===== config.mk =====
export PLATFORM = sky130hd
export DESIGN_NAME = spi_controller
export DESIGN_NICKNAME = d
export VERILOG_FILES = /design/src/rtl/spi_pkg.sv /design/src/rtl/spi_tick_gen.sv /design/src/rtl/spi_controller.sv
export SDC_FILE = /design/constraint.sdc
export NUM_CORES = 1
export LEC_CHECK = 0
export CAP_MARGIN = 5
export CORE_MARGIN = 2
export CORE_UTILIZATION = 58
export CTS_CLUSTER_SIZE = 28
export DETAILED_ROUTE_END_ITERATION = 8
export PLACE_DENSITY = 0.88
export SLEW_MARGIN = 20
export SYNTH_ARGS = -nofsm -noshare
export SYNTH_HDL_FRONTEND = slang
export SYNTH_SLANG_ARGS = --single-unit

===== constraint.sdc =====
create_clock -name clk -period 4.8 [get_ports clk]
set_input_delay 1.2 -clock clk [delete_from_list [all_inputs] [get_ports clk]]
set_output_delay 1.2 -clock clk [all_outputs]
set_load 0.005 [all_outputs]

===== src/rtl/spi_pkg.sv =====
// Shared types and constants for the SPI write-only controller and its register map.
package spi_pkg;

    localparam int unsigned FRAME_W = 16;
    localparam int unsigned ADDR_W  = 7;
    localparam int unsigned DATA_W  = 8;

    localparam logic [ADDR_W-1:0] REG_OUT_7_0  = 7'h00;
    localparam logic [ADDR_W-1:0] REG_OUT_15_8 = 7'h01;
    localparam logic [ADDR_W-1:0] REG_PWM_7_0  = 7'h02;
    localparam logic [ADDR_W-1:0] REG_PWM_15_8 = 7'h03;
    localparam logic [ADDR_W-1:0] REG_PWM_DUTY = 7'h04;

    typedef enum logic [2:0] {
        StIdle,
        StSetup,
        StShift,
        StHold,
        StGap
    } spi_state_e;

    function automatic logic [FRAME_W-1:0] pack_frame(
        input logic              write,
        input logic [ADDR_W-1:0] addr,
        input logic [DATA_W-1:0] data
    );
        return {write, addr, data};
    endfunction

endpackage


===== src/rtl/spi_tick_gen.sv =====
// Half-period tick: 8-bit down-counter, reloaded while restart is held.
module spi_tick_gen #(
    parameter int unsigned CLK_DIV = 4
) (
    input  logic clk,
    input  logic rst_n,
    input  logic restart,
    output logic tick
);

    localparam logic [7:0] LOAD = 8'(CLK_DIV - 1);

    logic [7:0] cnt_q;
    logic [7:0] cnt_d;

    always_comb begin
        cnt_d = cnt_q;
        if (restart || cnt_q == 8'd0) begin
            cnt_d = LOAD;
        end else begin
            cnt_d = cnt_q - 8'd1;
        end
    end

    always_ff @(posedge clk or negedge rst_n) begin
        if (!rst_n) begin
            cnt_q <= 8'd0;
        end else begin
            cnt_q <= cnt_d;
        end
    end

    // Fires in the last cycle of each D-cycle phase.
    assign tick = (cnt_q == 8'd0);

endmodule


===== src/rtl/spi_controller.sv =====
// SPI mode-0 frame transmitter: 16-bit {write, addr, data} frames, MSB first,
// with every output registered.
module spi_controller
    import spi_pkg::*;
#(
    parameter int unsigned CLK_DIV = 4
) (
    input  logic              clk,
    input  logic              rst_n,
    input  logic              cmd_valid,
    output logic              cmd_ready,
    input  logic              cmd_write,
    input  logic [ADDR_W-1:0] cmd_addr,
    input  logic [DATA_W-1:0] cmd_data,
    output logic              sclk,
    output logic              copi,
    output logic              ncs,
    output logic              done
);

    spi_state_e         state_q, state_d;
    logic [FRAME_W-1:0] shift_q, shift_d;
    logic [4:0]         bit_cnt_q, bit_cnt_d;
    logic               sclk_q, sclk_d;
    logic               ncs_q, ncs_d;
    logic               copi_q, copi_d;
    logic               done_q, done_d;
    logic               ready_q, ready_d;
    logic               tick;

    spi_tick_gen #(
        .CLK_DIV(CLK_DIV)
    ) u_tick_gen (
        .clk    (clk),
        .rst_n  (rst_n),
        .restart(state_q == StIdle),
        .tick   (tick)
    );

    always_comb begin
        state_d   = state_q;
        shift_d   = shift_q;
        bit_cnt_d = bit_cnt_q;
        sclk_d    = sclk_q;
        ncs_d     = ncs_q;
        copi_d    = copi_q;
        done_d    = 1'b0;

        unique case (state_q)
            StIdle: begin
                if (cmd_valid) begin
                    state_d   = StSetup;
                    shift_d   = pack_frame(cmd_write, cmd_addr, cmd_data);
                    bit_cnt_d = 5'd0;
                    ncs_d     = 1'b0;
                    sclk_d    = 1'b0;
                    copi_d    = cmd_write;
                end
            end
            StSetup: begin
                if (tick) begin
                    state_d = StShift;
                    sclk_d  = 1'b1;
                end
            end
            StShift: begin
                // sclk_q doubles as the high/low phase flag within a bit period.
                if (tick) begin
                    if (sclk_q) begin
                        sclk_d = 1'b0;
                        if (bit_cnt_q == 5'd15) begin
                            state_d = StHold;
                        end else begin
                            shift_d   = {shift_q[FRAME_W-2:0], 1'b0};
                            copi_d    = shift_q[FRAME_W-2];
                            bit_cnt_d = bit_cnt_q + 5'd1;
                        end
                    end else begin
                        sclk_d = 1'b1;
                    end
                end
            end
            StHold: begin
                if (tick) begin
                    state_d = StGap;
                    ncs_d   = 1'b1;
                    copi_d  = 1'b0;
                    done_d  = 1'b1;
                end
            end
            StGap: begin
                if (tick) begin
                    state_d = StIdle;
                end
            end
            default: begin
                state_d = StIdle;
            end
        endcase

        ready_d = (state_d == StIdle);
    end

    always_ff @(posedge clk or negedge rst_n) begin
        if (!rst_n) begin
            state_q   <= StIdle;
            shift_q   <= '0;
            bit_cnt_q <= 5'd0;
            sclk_q    <= 1'b0;
            ncs_q     <= 1'b1;
            copi_q    <= 1'b0;
            done_q    <= 1'b0;
            ready_q   <= 1'b1;
        end else begin
            state_q   <= state_d;
            shift_q   <= shift_d;
            bit_cnt_q <= bit_cnt_d;
            sclk_q    <= sclk_d;
            ncs_q     <= ncs_d;
            copi_q    <= copi_d;
            done_q    <= done_d;
            ready_q   <= ready_d;
        end
    end

    assign cmd_ready = ready_q;
    assign sclk      = sclk_q;
    assign copi      = copi_q;
    assign ncs       = ncs_q;
    assign done      = done_q;

endmodule

==> impl_metrics.tcl <==
set metrics [dict create \
    worst-path-buf-inv 1 \
    seq_power_share_pct 46.6 \
    cp-start-kind "input port" \
    reg2reg_to "bit_cnt_q[4]" \
    die_w_um 59.3 \
    clockBufferDepth 2 \
    arrival_ps 3390 \
    utilization_pct 69.8 \
    totalWireLength_mm 3.43 \
    slew_headroom_pct 32.8 \
    place_inst 214 \
    power.switching_mw 0.411 \
    crit_cells 5 \
    slowest_stage "a2111oi_4" \
    synth.top_cell.area_share_pct 48.0 \
    ios 24 \
    required_ps 5040 \
    vias_per_cell 6.09 \
    antennaDiodeCount 0 \
    ys_ff_latch 36 \
    io_buffers 23 \
    netSwitchingFraction_pct 37.0 \
    cts_resized 0 \
    final_nets 211 \
    cts_tree "built" \
    period_share_pct 65.6 \
    gp_congestion 0.851 \
    vias 1353 \
    fmax_ghz 0.318 \
    clock_skew_ps 12.1 \
    grt_pass1_vias 1286 \
    clkLatencyLatePin_ps 350 \
    endpoint_kind "flop" \
    drt_pass1_iterations 4 \
    slowest_delay_ps 930 \
    r2r-start "u_tick_gen.cnt_q[0]" \
    postSynthCellCount 164 \
    setup_tns_ps 0 \
    grtUsageTotal_pct 22.6 \
    cp_cell_sequence "clkdlybuf4s50_1, nand2b_1, o211a_1, a2111oi_4, mux2_2" \
    dp_hpwl_mm 2.52 \
    power.share.combinational_pct 37.9 \
    drive_gt1_share_pct 16.4 \
    hold_viol_final 0 \
    synth.distinct_cells 42 \
    final-instance-count-excl-fill 222 \
    reg2reg_depth 6 \
    cp-endpoint "bit_cnt_q[4]" \
    initial_core_util_pct 59.5 \
    yosysTopAreaCell "dfrtp_1" \
    yosysWarnings 0 \
    cpLargestDelayFamily "compound AO/OA/AOI/OAI gates" \
    cts_root_buffer "clkbuf_4" \
    final_antenna_net_count 0 \
    grt_max_degree 37 \
    crit_start "cmd_valid" \
    hp-class "reg2reg" \
    worst_pin_slew_ps 1010 \
    status "completed" \
    area_growth_pct 17.3 \
    cap_viol_max_count 0 \
    layout_common_cells "dfrtp_1, clkdlybuf4s50_1, nand2b_1" \
    layout_commonest_cell "dfrtp_1" \
    wl_per_cell_um 15.4 \
    cts_post_setup_buffers_inserted 0 \
    p_leak_nw 0.855 \
    clkPwrFrac_pct 15.5 \
    gr-total-overflow 0 \
    cts.sinks 36 \
    path_clk_slew_ps 100 \
    ff2ff_setup_slack_ps 1750 \
    synth_edf_count 0 \
    setup.worst_path.class "in2reg" \
    internal_power_mw 0.698 \
    htree_levels 2 \
    min_period_ps 3150 \
    finalSetupViolCount 0 \
    yosys-top-cells-area "dfrtp_1, o221a_2, nand2b_1" \
    numCtsBuffers 5 \
    fp.dieH_um 59.3 \
    drc 0 \
    syn-mean-instance-area_um2 10.8 \
    ys_seq_area_share_pct 51.0 \
    syn-cell-area_um2 1770 \
    grt_pass1_wl_mm 5.76 \
    rows 20 \
    core-area_um2 2980 \
    antenna_found_initial 0 \
    drt_iter0_drc 61 \
    syn_nets 187 \
    rsz0062_at_grt "no" \
    hold_buffers 0 \
    synthFlopType "dfrtp_1" \
    die-area_um2 3520 \
    async_reset_ff_share_pct 100 \
    report.final.slew_viol_count 0 \
    powerDensity_nw_per_um2 533 \
    crit_path_max_fanout 18 \
    p_total_mw 1.11 \
    peakVddDrop_uv 249 \
]
## cell usage after synthesis, types with 3 or more instances
cell       n
nor3_1     6
ha_1       4
inv_1      8
nand2b_1  17
mux2i_1    3
o21ai_0    3
dfrtp_1   34
nand2_1   13
xnor2_1    4
nor2_1    15
clkbuf_1   3
o221a_2   14
## final cells by class
cell class | count | area, um^2
inverters | 8 | 30.0
multi-input cells | 113 | 805
clock buffers | 7 | 55.1
flip-flops and latches | 36 | 903
well taps | 33 | 41.3
fillers | 236 | 898
repair buffers | 24 | 238
clock inverters | 1 | 7.51
## through the flow
step                hold slack, ps  worst slack, ps  instance area [um^2]
finish                         515             1650                  2080
global route                   527             1570                  2080
CTS                            519             1680                  2080
detailed placement             506             1320                  2020
global placement               493             1390                  2020
floorplan                      470             2340                  1770
## layer usage
metal  wire, um  track usage, %  vias to the layer above
met2       1690            37.4                       63
met4         90            10.7                        0
met3        274            7.86                       13
met5          0               0                        -
li1           -               -                      636
met1       1370            26.1                      641
## sequential cells by signal (all words and copies together) (netlist names)
name              cells
bit_cnt_q             5
cmd_ready             1
copi                  1
done                  1
ncs                   1
sclk                  1
shift_q              15
state_q               3
u_tick_gen.cnt_q      8
## worst min-delay path by stage
stage | startpoint | endpoint | depth (start not counted)
finish | u_tick_gen.cnt_q[0] | u_tick_gen.cnt_q[0] | 1
global route | ncs | ncs | 1
CTS | ncs | ncs | 1
detailed placement | ncs | ncs | 1
global placement | bit_cnt_q[4] | bit_cnt_q[4] | 1
floorplan | u_tick_gen.cnt_q[0] | u_tick_gen.cnt_q[0] | 1
## worst register-to-register path: cells and delay by family (launching register included)
kind            cells  cell delay (ps)
mux                 1              420
flops               1              430
fa+ha+maj           1              140
buf+inv             1               90
simple gates        2              870
compound gates      1             1000
## kinds of logic after synthesis
family                     after synthesis  share of synthesized area (%)
and+or+nand+nor                         65                           19.1
AOI/OAI and AO/OA                       33                           17.5
muxes                                    5                           2.96
adders and majority gates                4                           2.82
xor gates and xnor gates                 6                           2.96
DFF                                     36                           51.0
buffers and inverters                   15                           3.67
## power by group through the flow
stage	clock [mW]	combinational [mW]	sequential, mW
2_1_floorplan	0	0.343	0.476
3_3_place_gp	0	0.399	0.512
3_5_place_dp	0	0.419	0.520
4_1_cts	0.175	0.421	0.515
5_1_grt	0.190	0.464	0.534
6_report	0.172	0.420	0.517
No activity file was read; power rests on OpenSTA's default activity.
